===== src/rtl/inst_fetch_pkg.sv =====
// Shared fetch-stage definitions: bus widths, icache geometry, FSM encodings.
// Pure declarations; no timing or flow-control behaviour.
package inst_fetch_pkg;

    localparam int AddrBus        = 32;
    localparam int InstBus        = 32;
    localparam int ICacheSize     = 64;
    localparam int ICacheIndexBus = $clog2(ICacheSize);
    localparam int ICacheTagBus   = AddrBus - ICacheIndexBus - 2;

    localparam logic Enable  = 1'b1;
    localparam logic Disable = 1'b0;

    localparam logic [InstBus-1:0] ZeroWord = '0;

    typedef enum logic [1:0] {
        FETCH_IDLE = 2'd0,
        FETCH_BUSY = 2'd1,
        FETCH_DROP = 2'd2
    } fetch_state_e;

    function automatic logic [AddrBus-1:0] next_pc(input logic [AddrBus-1:0] pc);
        return pc + 32'd4;
    endfunction

endpackage


===== src/rtl/inst_fetch_icache.sv =====
// Direct-mapped instruction cache: combinational hit/data lookup, fill written at the edge.
// Latency: 0-cycle read, fill visible next cycle; no backpressure, fills always accepted.
module inst_fetch_icache import inst_fetch_pkg::*; (
    input  logic                      clk,
    input  logic                      rst,
    input  logic [ICacheIndexBus-1:0] rd_idx,
    input  logic [ICacheTagBus-1:0]   rd_tag,
    output logic                      hit,
    output logic [InstBus-1:0]        rd_data,
    input  logic                      fill,
    input  logic [ICacheIndexBus-1:0] wr_idx,
    input  logic [ICacheTagBus-1:0]   wr_tag,
    input  logic [InstBus-1:0]        wr_data
);

    logic [ICacheSize-1:0]   valid_q;
    logic [ICacheSize-1:0]   valid_d;
    logic [ICacheTagBus-1:0] tag_mem  [ICacheSize];
    logic [InstBus-1:0]      data_mem [ICacheSize];

    always_comb begin
        valid_d = valid_q;
        if (fill) valid_d[wr_idx] = Enable;
    end

    always_ff @(posedge clk) begin
        if (rst) valid_q <= '0;
        else     valid_q <= valid_d;
    end

    always_ff @(posedge clk) begin
        if (fill && !rst) begin
            tag_mem[wr_idx]  <= wr_tag;
            data_mem[wr_idx] <= wr_data;
        end
    end

    // Reads see pre-edge contents, so a same-index fill returns the old line.
    assign hit     = valid_q[rd_idx] && (tag_mem[rd_idx] == rd_tag);
    assign rd_data = data_mem[rd_idx];

endmodule


===== src/rtl/inst_fetch.sv =====
// Fetch stage: PC, miss FSM (IDLE/BUSY/DROP) and registered IF/ID outputs over a 64-line icache.
// Latency: hit 1 cycle, miss 1 cycle after mem_done_i; stall_i holds outputs, rdy low freezes everything.
module inst_fetch import inst_fetch_pkg::*; (
    input  logic               clk,
    input  logic               rst,
    input  logic               rdy,
    input  logic               stall_i,
    input  logic               jump_i,
    input  logic [AddrBus-1:0] jump_addr_i,
    output logic               mem_req_o,
    output logic [AddrBus-1:0] mem_addr_o,
    input  logic               mem_done_i,
    input  logic [InstBus-1:0] mem_inst_i,
    output logic [AddrBus-1:0] pc_o,
    output logic [InstBus-1:0] inst_o,
    output logic               inst_valid_o
);

    fetch_state_e       state_q, state_d;
    logic [AddrBus-1:0] pc_q, pc_d;
    logic [AddrBus-1:0] req_addr_q, req_addr_d;
    logic [AddrBus-1:0] pc_out_q, pc_out_d;
    logic [InstBus-1:0] inst_out_q, inst_out_d;
    logic               inst_valid_q, inst_valid_d;

    logic               hit;
    logic [InstBus-1:0] hit_data;
    logic               fill;

    inst_fetch_icache u_icache (
        .clk     (clk),
        .rst     (rst),
        .rd_idx  (pc_q[ICacheIndexBus+1:2]),
        .rd_tag  (pc_q[AddrBus-1:ICacheIndexBus+2]),
        .hit     (hit),
        .rd_data (hit_data),
        .fill    (fill),
        .wr_idx  (req_addr_q[ICacheIndexBus+1:2]),
        .wr_tag  (req_addr_q[AddrBus-1:ICacheIndexBus+2]),
        .wr_data (mem_inst_i)
    );

    always_comb begin
        state_d      = state_q;
        pc_d         = pc_q;
        req_addr_d   = req_addr_q;
        pc_out_d     = pc_out_q;
        inst_out_d   = inst_out_q;
        inst_valid_d = inst_valid_q;
        fill         = Disable;

        if (rdy) begin
            case (state_q)
                FETCH_IDLE: begin
                    if (jump_i) begin
                        pc_d         = jump_addr_i;
                        inst_out_d   = ZeroWord;
                        inst_valid_d = Disable;
                    end else if (!stall_i) begin
                        if (hit) begin
                            pc_out_d     = pc_q;
                            inst_out_d   = hit_data;
                            inst_valid_d = Enable;
                            pc_d         = next_pc(pc_q);
                        end else begin
                            req_addr_d   = pc_q;
                            state_d      = FETCH_BUSY;
                            inst_valid_d = Disable;
                        end
                    end
                end
                FETCH_BUSY: begin
                    if (mem_done_i) begin
                        fill    = Enable;
                        state_d = FETCH_IDLE;
                        if (jump_i) begin
                            pc_d         = jump_addr_i;
                            inst_out_d   = ZeroWord;
                            inst_valid_d = Disable;
                        end else if (!stall_i) begin
                            pc_out_d     = req_addr_q;
                            inst_out_d   = mem_inst_i;
                            inst_valid_d = Enable;
                            pc_d         = next_pc(req_addr_q);
                        end
                    end else if (jump_i) begin
                        // The request stays live at the controller; its data is discarded in DROP.
                        state_d      = FETCH_DROP;
                        pc_d         = jump_addr_i;
                        inst_out_d   = ZeroWord;
                        inst_valid_d = Disable;
                    end else if (!stall_i) begin
                        inst_valid_d = Disable;
                    end
                end
                FETCH_DROP: begin
                    if (mem_done_i) begin
                        fill    = Enable;
                        state_d = FETCH_IDLE;
                    end
                    if (jump_i) begin
                        pc_d         = jump_addr_i;
                        inst_out_d   = ZeroWord;
                        inst_valid_d = Disable;
                    end
                end
                default: state_d = FETCH_IDLE;
            endcase
        end
    end

    always_ff @(posedge clk) begin
        if (rst) begin
            state_q      <= FETCH_IDLE;
            pc_q         <= '0;
            req_addr_q   <= '0;
            pc_out_q     <= '0;
            inst_out_q   <= ZeroWord;
            inst_valid_q <= Disable;
        end else begin
            state_q      <= state_d;
            pc_q         <= pc_d;
            req_addr_q   <= req_addr_d;
            pc_out_q     <= pc_out_d;
            inst_out_q   <= inst_out_d;
            inst_valid_q <= inst_valid_d;
        end
    end

    assign mem_req_o    = (state_q != FETCH_IDLE);
    assign mem_addr_o   = req_addr_q;
    assign pc_o         = pc_out_q;
    assign inst_o       = inst_out_q;
    assign inst_valid_o = inst_valid_q;

endmodule


===== config.mk =====
export PLATFORM = sky130hd
export DESIGN_NAME = inst_fetch
export DESIGN_NICKNAME = d
export VERILOG_FILES = /design/src/rtl/inst_fetch_pkg.sv /design/src/rtl/inst_fetch_icache.sv /design/src/rtl/inst_fetch.sv
export SDC_FILE = /design/constraint.sdc
export NUM_CORES = 2
export LEC_CHECK = 0
export BUFFER_PORTS_ARGS = -buffer_cell sky130_fd_sc_hd__buf_2
export CAP_MARGIN = 5
export CELL_PAD_IN_SITES_DETAIL_PLACEMENT = 1
export CELL_PAD_IN_SITES_GLOBAL_PLACEMENT = 1
export CORE_ASPECT_RATIO = 0.9
export CORE_MARGIN = 2
export CORE_UTILIZATION = 55
export CTS_BUF_LIST = sky130_fd_sc_hd__clkbuf_4
export DETAILED_ROUTE_END_ITERATION = 10
export PLACE_DENSITY_LB_ADDON = 0.1
export SYNTH_ARGS = -nofsm -noshare
export SYNTH_HDL_FRONTEND = slang
export SYNTH_HIERARCHICAL = 1
export SYNTH_SLANG_ARGS = --single-unit

===== constraint.sdc =====
create_clock -name clk -period 15.35 [get_ports clk]
set_clock_uncertainty 0.05 [all_clocks]
set_input_delay 4.605 -clock clk [delete_from_list [all_inputs] [get_ports clk]]
set_output_delay 4.605 -clock clk [all_outputs]
set_load 0.01 [all_outputs]

After elaboration in Yosys (flattened, before gate mapping). Memory sizes are Yosys's and may differ from the RTL's. A register that Yosys moved wholly into a read port is not among the register bits. Index checks and enable logic that the tools add are counted.

Bits in registers: 195. RAM bits: 3584. Memories: 2. Bits of input ports: 70.

Memories: u_icache.data_mem (depth 64, width 32, read ports 1, clocked after memory_dff 1, wr ports 1, RTL line inst_fetch_icache.sv:19) `logic [InstBus-1:0] data_mem [ICacheSize];`; u_icache.tag_mem (depth 64, width 24, read ports 1, clocked after memory_dff 1, wr ports 1, RTL line inst_fetch_icache.sv:18) `logic [ICacheTagBus-1:0] tag_mem [ICacheSize];`.

$add $sub $neg: 2. Bitwise gates (word level): 4. Equal/unequal tests: 17. $lt $le $gt $ge: 3. Multiplexer cells: 53. Reductions and logical operators: 14.

Operators by type and width (count): $mux 32 (20); $pmux 32 s3 (2); $add 32x3->32 const B (2); $or 64x64->64 (1); $pmux 32 s2 (1); $eq 24x24->1 (1); $mux 6 (4); $ne 2x2->1 const B (9); $mux 1 (16); $reduce_and 5->1 (3); $lt 6x7->1 const B (2); $mux 2 (6); $ne 3x3->1 const B (4); $reduce_and 8->1 (1); $bmux 1 s6 (1); $demux 1 s6 (1); $ge 6x1->1 const B (1); $pmux 2 s3 (1); $reduce_and 6->1 (1); $ne 4x4->1 const B (1); $reduce_bool 2->1 (2); $logic_and 1x1->1 (3); $not 1->1 (3); $pmux 1 s3 (1); other kinds (6) (6).

Depth between registers and ports, before layout.
Depth after elaboration: 9. Gate-level depth with buffers: 24. Depth with buffers taken out: 15.

Modules after synthesis. The synthesis kept the hierarchy.

Modules (own cells, without submodules): inst_fetch_icache (cells each 5911, times used 1, area an instance 139427.5 um^2); inst_fetch (cells each 1055, times used 1, area an instance 7900.1 um^2).

Least setup slack after synthesis. Ideal clock, no wire load.

Path type: input-to-reg. Start point: input mem_done_i. End point: memory u_icache.data_mem[17][0] (enable). Slack: 6407 ps. Path buffers: 3. Arrival: 8423 ps. Required time: 14830 ps. Setup time: 470 ps. Stages on the path: 7. Cell sequence: clkbuf_1 -> clkbuf_1 -> and3_1 -> nor2b_1 -> nand3_1 -> clkbuf_1 -> nor2_1.

Longest elaborated chain between the ends: 6.

RTL lines: from (decl) (RTL line inst_fetch.sv:12) `input logic mem_done_i,`; $mux 1 (RTL line inst_fetch.sv:73, inst_fetch.sv:97); $mux 1; $mux 1 (RTL line inst_fetch.sv:52) `if (rdy) begin`; via fill (RTL line inst_fetch.sv:28) `logic fill;`; $logic_and 1x1->1 (RTL line inst_fetch_icache.sv:32) `if (fill && !rst) begin`; $mux 1 (RTL line inst_fetch_icache.sv:32); $mux 1 (implied by the code) (RTL line inst_fetch_icache.sv:34) `data_mem[wr_idx] <= wr_data;`; to (decl) (RTL line inst_fetch_icache.sv:19).

The timed path passes the listed nets, and every way through them passes these cells.

Worst setup path after layout.
Start point: register pc_q[4]. End point: register inst_out_q[10], in the netlist inst_o[10].

Longest elaborated chain between the ends: 5.

RTL lines: from (decl) (RTL line inst_fetch.sv:20) `logic [AddrBus-1:0] pc_q, pc_d;`; from (signal assigned) (RTL line inst_fetch.sv:122) `pc_q <= pc_d;`; $bmux 1 s6 (RTL line inst_fetch_icache.sv:39) `assign hit = valid_q[rd_idx] && (tag_mem[rd_idx] == rd_tag);`; $mux 1 (implied by the code) (RTL line inst_fetch_icache.sv:39); $logic_and 1x1->1 (RTL line inst_fetch_icache.sv:39); via hit (RTL line inst_fetch.sv:26) `logic hit;`; $ne 3x3->1 (no source line); $reduce_and 5->1 (no source line); to (signal assigned) (RTL line inst_fetch.sv:118) `inst_out_q <= ZeroWord;`; to (signal assigned) (RTL line inst_fetch.sv:125) `inst_out_q <= inst_out_d;`; to (decl) (RTL line inst_fetch.sv:23) `logic [InstBus-1:0] inst_out_q, inst_out_d;`.

The timed path passes the listed nets, and every way through them passes these cells. The select of a mux whose other input is x is not followed. A chain may end at the register's enable or synchronous reset.

==> run_summary.xml <==
<?xml version="1.0" encoding="UTF-8"?>
<metrics>
  <group name="routing">
    <metric name="routedWlPerCell" unit="um">37.9</metric>
    <metric name="via_per_inst" unit="">6.78</metric>
    <metric name="dr.first_iter.drc_count" unit="">12300</metric>
    <metric name="drt_drc_violations_left" unit="">0</metric>
    <metric name="drt-pass1-iter-count" unit="">6</metric>
    <metric name="vias" unit="">82300</metric>
    <metric name="drt.antenna.violating_nets" unit="">0</metric>
    <metric name="route.final.wire_length" unit="mm">460</metric>
  </group>
  <group name="die">
    <metric name="die_height" unit="um">495</metric>
    <metric name="design.portCount" unit="">168</metric>
    <metric name="rows" unit="">180</metric>
    <metric name="floorplan.die_area" unit="sq um">272000</metric>
    <metric name="floorplan.initialDensity" unit="">0.552</metric>
    <metric name="die_width" unit="um">550</metric>
    <metric name="design.core.area" unit="sq um">267000</metric>
  </group>
  <group name="cts">
    <metric name="clkSinkCount" unit="">3779</metric>
    <metric name="cts.htree.levels" unit="">6</metric>
    <metric name="cts.path.max_buffers" unit="">4</metric>
    <metric name="cts_setup_buffers" unit="">0</metric>
    <metric name="clk_root_buffer_cell" unit="">clkbuf_4</metric>
    <metric name="clk_pin_slew_worst_paths" unit="ns">0.07</metric>
    <metric name="number_of_cts_inserted_buffers" unit="">911</metric>
    <metric name="clkLatencyLatePin" unit="ns">1.49</metric>
    <metric name="cts_resized" unit="">0</metric>
    <metric name="cts_hold_repair.buffers" unit="">0</metric>
    <metric name="tritoncts" unit="">yes</metric>
  </group>
  <group name="logic_synthesis">
    <metric name="post-synth-top-area-fraction" unit="">0.731</metric>
    <metric name="number_of_enable_flip_flop_cells_after_synthesis" unit="">3584</metric>
    <metric name="synth.yosys.seq_area_share" unit="">0.757</metric>
    <metric name="yosysTopAreaCell" unit="">edfxtp_1</metric>
    <metric name="yosysWarningCount" unit="">6</metric>
    <metric name="syn_avg_cell_area" unit="sq um">21.1</metric>
    <metric name="number_of_unique_standard_cell_types_used_by_synthesis" unit="">85</metric>
    <metric name="syn_area" unit="sq um">147000</metric>
    <metric name="async_flop_share" unit="">0</metric>
    <metric name="flip_flop_and_latch_count_after_synthesis" unit="">3779</metric>
    <metric name="syn_nets" unit="">7042</metric>
    <metric name="netlist_instances" unit="">6966</metric>
    <metric name="synth_ff_type" unit="">edfxtp_1</metric>
    <metric name="synth_top_cells_by_area" unit="">edfxtp_1 (73%), mux4_2 (15%), dfxtp_1 (2.6%)</metric>
  </group>
  <group name="status">
    <metric name="run_status" unit="">complete, no violations</metric>
  </group>
  <group name="timing">
    <metric name="tns" unit="ns">0</metric>
    <metric name="rsz0062_at_grt" unit="">no</metric>
    <metric name="fin_crit_share" unit="">0.586</metric>
    <metric name="final-max-slew-violation-count" unit="">0</metric>
    <metric name="setup_violations" unit="">0</metric>
    <metric name="timing.max_slew.rel_slack" unit="">0.0975</metric>
    <metric name="setup_ws" unit="ns">6.36</metric>
    <metric name="worst_pin_slew" unit="ns">1.32</metric>
    <metric name="final.min_clock_period" unit="ns">8.99</metric>
    <metric name="final_hold_viol_count" unit="">0</metric>
    <metric name="max_clock_freq" unit="GHz">0.111</metric>
  </group>
  <group name="final_layout">
    <metric name="area_growth" unit="%">11.7</metric>
    <metric name="highest_count_cells_in_the_layout_ignoring_fill_and_taps" unit="">edfxtp_1 (3584), clkbuf_4 (1319), mux4_2 (1001)</metric>
    <metric name="layout-drive-gt1-share" unit="">0.348</metric>
    <metric name="final_nets" unit="">7954</metric>
    <metric name="post_layout_nonfiller_instances" unit="">12100</metric>
    <metric name="layout.cells.most_common" unit="">edfxtp_1</metric>
  </group>
  <group name="hold_path">
    <metric name="timing.hold.worst.class" unit="">reg -&gt; reg</metric>
  </group>
  <group name="placement">
    <metric name="dpl.cell_count" unit="">10500</metric>
    <metric name="gp_routability_congestion" unit="">0.865</metric>
    <metric name="dp_slack" unit="ns">6.85</metric>
    <metric name="dp_hpwl" unit="mm">268</metric>
    <metric name="port_buffers" unit="">167</metric>
  </group>
  <group name="power">
    <metric name="power_per_unit_of_standard_cell_area" unit="nW/um^2">126</metric>
    <metric name="power.leakage" unit="nW">52.0</metric>
    <metric name="total_power" unit="mW">20.7</metric>
    <metric name="peakVddDrop" unit="V">0.0000684</metric>
  </group>
  <group name="global_routing">
    <metric name="grtUsageTotal" unit="">0.340</metric>
    <metric name="grt_overflow" unit="">0</metric>
    <metric name="grt_max_degree" unit="">113</metric>
    <metric name="via_count_of_the_first_global_routing_pass" unit="">83100</metric>
    <metric name="first_pass_grt_wire_length" unit="mm">644</metric>
    <metric name="grt_antenna_before_repair" unit="">55</metric>
  </group>
  <group name="worst_setup_path">
    <metric name="setup.worst_path.end_class" unit="">flip-flop</metric>
    <metric name="required" unit="ns">16.55</metric>
    <metric name="crit_path_max_fanout" unit="">41</metric>
    <metric name="slowest_delay" unit="ns">1.10</metric>
    <metric name="worst-setup-path-type" unit="">reg -&gt; reg</metric>
    <metric name="critical-path-top-cell-by-count" unit="">buf_4</metric>
    <metric name="worstPathArrival" unit="ns">10.20</metric>
    <metric name="timing.critical_path.from_type" unit="">flip-flop</metric>
    <metric name="sequence_of_cells_on_the_critical_path" unit="">buf_4 &gt; buf_4 &gt; mux4_2 &gt; mux2i_1 &gt; nor2_1 &gt; a2111oi_0 &gt; nor4_1 &gt; xor2_1 &gt; a2111oi_0 &gt; nand4_1 &gt; nor4_2 &gt; nor2b_1 &gt; o21ai_1 &gt; nor2b_1 &gt; buf_4 &gt; o21ai_4 &gt; buf_4 &gt; a21oi_1 &gt; nor2_1</metric>
    <metric name="critical-path-slowest-cell" unit="">a2111oi_0</metric>
  </group>
  <group name="run">
    <metric name="maxCapViolations" unit="">0</metric>
  </group>
</metrics>
-- flip-flops by register name, indices dropped and copies added, names as in the netlist --
signal,flops
pc_q,32
u_icache/tag_mem,1536
inst_valid_o,1
inst_o,32
u_icache/data_mem,2048
state_q,2
mem_addr_o,32
pc_o,32
u_icache/valid_q,64
-- final timing paths --
path                                startpoint                           endpoint  slack [ns]  cells after the start
max                       pc_q[4]$_SDFFE_PP0P_            inst_o[10]$_SDFFE_PP0P_        6.36                     19
min          u_icache/valid_q[53]$_SDFFE_PP0P_  u_icache/valid_q[53]$_SDFFE_PP0P_        0.43                      2
max reg2reg               pc_q[4]$_SDFFE_PP0P_            inst_o[10]$_SDFFE_PP0P_        6.36                     19
min reg2reg  u_icache/valid_q[53]$_SDFFE_PP0P_  u_icache/valid_q[53]$_SDFFE_PP0P_        0.43                      2
-- metrics by stage --
step	hold WS, ns	util	area (sq um)
6_report	0.429	0.616	165000
5_1_grt	0.449	0.616	164000
2_1_floorplan	0.395	-	147000
4_1_cts	0.424	0.616	164000
3_3_place_gp	0.405	0.574	153000
3_5_place_dp	0.415	0.574	153000
-- synth_stat cells (78+ instances only) --
master and n:
a22oi_1 86, nor2_1 265, a21oi_1 144, mux4_2 1001
clkbuf_1 177, inv_1 81, a211oi_1 78, o22ai_1 105
buf_2 133, nand2_1 186, edfxtp_1 3584, dfxtp_1 195
mux2i_1 205
-- area by class of cell --
cell class	instances	area, sq um
timing repair buffer	424	2860
clock buffer	1319	9900
clock inverter	275	1350
antenna	28	70.1
inverter	84	318
sequential	3779	112000
tap	3549	4440
multi-input combinational	2678	34000
fill	22800	102000
-- routing by layer --
| metal | up-vias | wire length [um] | track usage |
|---|---|---|---|
| li1 | 31600 | - | - |
| met1 | 44100 | 183000 | 0.512 |
| met2 | 5745 | 204000 | 0.489 |
| met3 | 806 | 60600 | 0.102 |
| met4 | 26 | 11900 | 0.0925 |
| met5 | - | 183 | 0 |
-- kinds of logic after synthesis --
logic type | Yosys count | share of synthesized area
flops | 3779 | 0.757
mux | 1246 | 0.171
simple gates | 728 | 0.0234
compound gates | 644 | 0.0293
buf+inv | 509 | 0.0160
xor+xnor | 54 | 0.00321
fa+ha+maj | 6 | 0.000510
-- critical path: cells and delay by family, from the launching register on --
family | cells | cell delay [ns]
mux | 2 | 0.97
flops | 1 | 0.93
buf+inv | 4 | 1.96
simple gates | 7 | 2.10
xor+xnor | 1 | 0.24
compound gates | 5 | 2.36
-- power by group --
group          switching (mW)  total [mW]  internal, mW
Sequential             0.0505        11.3          11.2
Combinational           0.849        1.32         0.469
Clock                    4.07        8.09          4.02
(Power assumes the default switching activity.)
